File: src/rtl/hamm_secded_decoder.sv
`default_nettype none
// ============================================================================
// Module      : hamm_secded_decoder
// Description : Two-stage pipelined Hamming SECDED decoder with valid/ready
//               handshaking. Optional saturating error counters are built
//               when HAMM_ERR_CNT_EN is defined.
// Revision    : 1.0 - initial release
// ============================================================================
module hamm_secded_decoder #(
  parameter  int DATA_W = 4,
  parameter  int CNT_W  = 16,
  localparam int PAR_W  = (DATA_W + 4 <= 8)  ? 3 :
                          (DATA_W + 5 <= 16) ? 4 :
                          (DATA_W + 6 <= 32) ? 5 : 6,
  localparam int CW_W   = DATA_W + PAR_W + 1
) (
  input  logic              clk,
  input  logic              reset,
  input  logic              in_valid,
  output logic              in_ready,
  input  logic [CW_W-1:0]   in_code,
  output logic              out_valid,
  input  logic              out_ready,
  output logic [DATA_W-1:0] out_data,
  output logic              out_err_corr,
`ifdef HAMM_ERR_CNT_EN
  input  logic              clr_cnt,
  output logic [CNT_W-1:0]  cnt_corr,
  output logic [CNT_W-1:0]  cnt_uncorr,
`endif
  output logic              out_err_uncorr
);

  // Hamming position holding data bit k: the k-th non-power-of-two index >= 3.
  function automatic int data_pos(input int k);
    int cnt;
    data_pos = 0;
    cnt      = 0;
    for (int i = 3; i < 128; i++) begin
      if ((i & (i - 1)) != 0) begin
        if (cnt == k) data_pos = i;
        cnt++;
      end
    end
  endfunction

  logic              en;
  logic [PAR_W-1:0]  syn_in;
  logic [DATA_W-1:0] raw_in;

  logic              s1_valid;
  logic [DATA_W-1:0] s1_data;
  logic [PAR_W-1:0]  s1_syn;
  logic              s1_par;

  logic              flip;
  logic              corr;
  logic              uncorr;
  logic [DATA_W-1:0] fixed_data;

  assign en       = !out_valid || out_ready;
  assign in_ready = en;

  always_comb begin
    syn_in = '0;
    for (int i = 1; i < CW_W; i++) begin
      if (in_code[i]) syn_in = syn_in ^ PAR_W'(i);
    end
  end

  // Check bits are fully summarised by the syndrome and overall parity, so
  // only the data field of the codeword travels down the pipe.
  for (genvar k = 0; k < DATA_W; k++) begin : g_data
    localparam int POS = data_pos(k);
    assign raw_in[k]     = in_code[POS];
    assign fixed_data[k] = s1_data[k] ^ (flip && (s1_syn == PAR_W'(POS)));
  end

  always_comb begin
    flip   = 1'b0;
    corr   = 1'b0;
    uncorr = 1'b0;
    if (s1_syn == '0) begin
      corr = s1_par;
    end else if (!s1_par || (int'(s1_syn) > CW_W - 1)) begin
      uncorr = 1'b1;
    end else begin
      corr = 1'b1;
      flip = 1'b1;
    end
  end

  always_ff @(posedge clk or negedge reset) begin
    if (!reset) begin
      s1_valid       <= 1'b0;
      s1_data        <= '0;
      s1_syn         <= '0;
      s1_par         <= 1'b0;
      out_valid      <= 1'b0;
      out_data       <= '0;
      out_err_corr   <= 1'b0;
      out_err_uncorr <= 1'b0;
    end else if (en) begin
      s1_valid       <= in_valid;
      s1_data        <= raw_in;
      s1_syn         <= syn_in;
      s1_par         <= ^in_code;
      out_valid      <= s1_valid;
      out_data       <= fixed_data;
      out_err_corr   <= corr && s1_valid;
      out_err_uncorr <= uncorr && s1_valid;
    end
  end

`ifdef HAMM_ERR_CNT_EN
  logic out_fire;
  assign out_fire = out_valid && out_ready;

  // Clear takes priority over a coincident increment; counts stick at all-ones.
  always_ff @(posedge clk or negedge reset) begin
    if (!reset) begin
      cnt_corr   <= '0;
      cnt_uncorr <= '0;
    end else if (clr_cnt) begin
      cnt_corr   <= '0;
      cnt_uncorr <= '0;
    end else begin
      if (out_fire && out_err_corr && (cnt_corr != '1))
        cnt_corr <= cnt_corr + CNT_W'(1);
      if (out_fire && out_err_uncorr && (cnt_uncorr != '1))
        cnt_uncorr <= cnt_uncorr + CNT_W'(1);
    end
  end
`endif

endmodule
`default_nettype wire

File: config.mk
export PLATFORM = sky130hd
export DESIGN_NAME = hamm_secded_decoder
export DESIGN_NICKNAME = d
export VERILOG_FILES = /design/src/rtl/hamm_secded_decoder.sv
export SDC_FILE = /design/constraint.sdc
export NUM_CORES = 1
export LEC_CHECK = 0
export BUFFER_PORTS_ARGS = -buffer_cell sky130_fd_sc_hd__buf_2
export CORE_ASPECT_RATIO = 0.75
export CORE_UTILIZATION = 40
export DETAILED_ROUTE_END_ITERATION = 10
export PLACE_DENSITY = 0.66
export REMOVE_ABC_BUFFERS = 1
export SYNTH_ARGS = -nofsm -noshare
export SYNTH_HDL_FRONTEND = slang
export SYNTH_SLANG_ARGS = --single-unit
export TNS_END_PERCENT = 50
File: constraint.sdc
create_clock -name clk -period 1.3 [get_ports clk]
set_input_delay 0.39 -clock clk [delete_from_list [all_inputs] [get_ports clk]]
set_output_delay 0.39 -clock clk [all_outputs]
set_load 0.02 [all_outputs]
After elaboration in Yosys (flattened, before gate mapping)
Index checks and enable logic that the tools add are counted.
{ "word_totals": {"reg_bits": 16, "wordCells": 44} }
{ "op_classes": {"reduce_logical": 10, "eq_ne": 4, "muxes": 12, "bitwise": 10} }
{ "op_table": {"columns": ["op", "n"], "rows": [
  ["3-bit 2-to-1 mux", 4],
  ["3-bit == test, second input constant", 3],
  ["8-bit XOR reduction", 1],
  ["1-bit logical AND", 6],
  ["1-bit 2-to-1 mux", 6],
  ["2-bit NOT", 3],
  ["2-bit 2-to-1 mux", 2],
  ["1-bit bitwise XOR", 4],
  ["3-bit by 2-bit == test with 1-bit output, second input constant", 1],
  ["3-bit zero test", 1],
  ["3-bit NOT", 1],
  ["1-bit NOT, first input constant", 2],
  ["1-bit zero test", 1],
  ["1-bit logical OR", 1]
]} }

Depth between registers and ports, before layout
{ "depth": {"ltp_word": 11, "mapped_depth": 6, "ltp_nobuf": 4} }

Worst setup path after synthesis
OpenSTA, ideal clock, no wires.
{ "synth_path": {"path_kind": "reg2out", "startpoint": "reg out_valid", "endpoint": "out in_ready", "setup_slack_ns": -0.159, "arrival_ns": 1.069, "stages_incl_launch_ff": 5, "path_cell_list": "dfrtp_1 nor2b_1 clkbuf_1 inv_2 buf_2"} }
{ "synth_via": {"elab_chain_len": 2} }
{ "synth_rtl": {"columns": ["item", "line", "rtl"], "rows": [
  ["start, declared", "22", "output logic out_valid,"],
  ["start signal, assigned", "108", "out_valid <= s1_valid;"],
  ["1-bit zero test", "61", "assign en = !out_valid || out_ready;"],
  ["1-bit logical OR", "61", null],
  ["end, declared", "20", "output logic in_ready,"]
]} }
Every way passes these cells.

Worst setup path after layout
Ends and elaborated chain as after synthesis.

==> flow_summary.ini <==
[cells_and_area]
finalCoreUtilization_pct = 55.41
register_area_um2 = 400.4
layoutNonFillerInstCount = 128
post_route_cells_drive_above_1_share_pct = 32.08
syn_to_final_growth_pct = 27.96
multi_input_combinational_cell_area_um2 = 346.6
nFillCells = 178
postLayoutCellArea_um2 = 973.4
fin_nets = 120
antennaDiodeCount = 0

[flow_run]
cap_viol_max_count = 0

[timing]
max_freq_ghz = 0.7286
tightestPinTransition_ps = 339.9
period_share_pct = 105.6
worst_clock_skew_on_the_final_layout_ps = 0.6757
timing.final.hold_violations = 0
post-route-min-period_ps = 1373
total_negative_slack_for_setup_checks_ps = -72.52
fin_hold_ws_ps = 2.457
grt_setup_unrepaired = yes
setup_violations = 1
slew_viol_final = 0
timing.final.ws_setup_ps = -72.52
timing.slew.headroom_pct = 77.34

[status]
failed_checks = setup timing
result_of_the_run = finished, violations left

[synth]
synthCells = 78
synthDominantAreaCellType = sky130_fd_sc_hd__dfrtp_1
syn_area_per_cell_um2 = 9.753
yosysUniqueCellTypes = 18
synthFlopType = sky130_fd_sc_hd__dfrtp_1
netlist_area_um2 = 760.7
yosys-top-cells-area = sky130_fd_sc_hd__dfrtp_1 (53%), sky130_fd_sc_hd__nand2_1 (11%), sky130_fd_sc_hd__xor2_1 (10%), sky130_fd_sc_hd__xnor2_1 (6.9%), sky130_fd_sc_hd__nand4b_1 (3.5%)
postSynthRegisterBits = 16
synth.yosys.warnings = 0
synth-edff-count = 0
synthDominantCellAreaShare_pct = 52.63
yosys.cell_count.top_type = sky130_fd_sc_hd__nand2_1
postSynth.asyncResetShare_pct = 100.0
synth_common_cells = sky130_fd_sc_hd__nand2_1 (22), sky130_fd_sc_hd__dfrtp_1 (16), sky130_fd_sc_hd__xor2_1 (9)
synth.yosys.seq_area_share_pct = 52.63

[routing]
vias_per_cell = 4.633
initialDrtViolationCount = 26
first_pass_iters = 4
routed_wire_length_per_instance_um = 10.80
num_vias = 593
detail_route.wirelength_um = 1383
drt_drc_violations_left = 0
ant_nets = 0

[power]
ir_worst_vdd_mv = 0.5440
power_per_cell_area_nw_per_um2 = 1473
p_leak_nw = 0.4826
fin_total_pwr_mw = 1.434

[floorplan]
design.core.area_um2 = 1757
chipWidth_um = 52.36
die_ht_um = 39.77
die_ar_um2 = 2082
rows = 13
floorplan.initialDensity_pct = 43.30
io_pins = 20

[cts]
cts_inserted_buffers = 3
h-tree-depth = 1
cts_root_buf = sky130_fd_sc_hd__clkbuf_4
tritoncts = yes
worst_skew_pair.late_latency_ps = 270
cts_max_path_buffers = 2
cts_num_sinks = 16
clock_pin_transition_on_the_worst_setup_and_hold_timing_paths_ps = 80

[placement]
globalplace.congestion = 0.6717
dp.cells = 124
detailed_place_hpwl_um = 1060
detailedPlace.worstSlack_ps = -147.2
port_buffers = 19
placed_area_um2 = 929.6

[worst_setup_path]
worstSetupEndpointType = output port
timing.critical_path.from_type = flip-flop
ff2ff_setup_slack_ps = 160
reg2reg_to = s1_syn[2]
critPathMaxFanout = 2
timing.rr.start = out_valid
criticalPathCategory = reg -> out
timing.reg2reg.worst_path_depth = 6
worst-endpoint-required_ps = 910
critical_path_arrival_ps = 980

[grt]
grtUsageTotal_pct = 15.26
grt_pass1_vias = 553
grt_pass1_wl_um = 2249
globalRouteOverflowTotal = 0
grt_antenna_before_repair = 0
grt_start_max_net_pins = 17

[worst_hold_path]
worstHoldPathType = in -> async
-- state kept, by name (all words and copies together) (netlist names) --
signal / count
out_valid: 1
s1_valid: 1
s1_data: 4
s1_par: 1
out_err_corr: 1
out_err_uncorr: 1
s1_syn: 3
out_data: 4
-- worst max-delay path, cell delays in order, from the launching register on --
cell and delay [ps]:
sky130_fd_sc_hd__dfrtp_1 380, sky130_fd_sc_hd__nor2b_4 130, sky130_fd_sc_hd__inv_2 70, sky130_fd_sc_hd__buf_6 120
-- cells by family (layout without fill, tap and decap cells) --
logic type	after synthesis	after routing	synth area share, %
flops	16	16	52.63
simple gates	32	32	18.92
buf+inv	5	33	2.795
compound gates	9	9	6.414
mux	1	1	1.973
xor+xnor	15	15	17.27
-- power breakdown --
group / leakage [nW] / switching, mW / internal [mW] / total, mW
clock: 0.0138 / 0.139 / 0.107 / 0.247
sequential: 0.192 / 0.105 / 0.616 / 0.721
combinational: 0.277 / 0.249 / 0.218 / 0.466
-- timing repair --
item / in CTS / in global routing
setup endpoints to repair: 1 / 1
hold buffers: 0 / 0
setup buffers: 1 / 0
gates resized for setup: 4 / 0
-- layer usage --
metal  track usage [%]  part of all wire, %
met1             20.00                   49
met5                 0                    0
met4             5.921                 0.51
met2             25.32                   45
met3             2.326                  5.8
-- worst max-delay path by stage --
stage	slack, ps	start	to
final	-70	out_valid	in_ready
after global routing	-110	out_valid	in_ready
after CTS	-80	out_valid	in_ready
after detailed placement	-150	in_code[7]	s1_par
after global placement	-70	in_code[7]	s1_par
after floorplan	-530	out_valid	s1_par
-- placed cells by master (no fill, tap or decap), types with 3 or more instances in the layout --
cell                       count
sky130_fd_sc_hd__a21oi_1       3
sky130_fd_sc_hd__buf_2        18
sky130_fd_sc_hd__buf_4         9
sky130_fd_sc_hd__clkbuf_4      3
sky130_fd_sc_hd__dfrtp_1      16
sky130_fd_sc_hd__nand2_1      22
sky130_fd_sc_hd__nand4b_1      3
sky130_fd_sc_hd__nor2_1        3
sky130_fd_sc_hd__o21ai_0       5
sky130_fd_sc_hd__xnor2_1       6
sky130_fd_sc_hd__xor2_1        9
-- cell type report --
class	count	area share [%]
sequential	16	41.13
multi-input combinational	57	35.60
timing repair buffer	28	17.35
tap	22	2.828
clock buffer	3	2.314
inverter	2	0.7712
(Power assumes the default switching activity.)
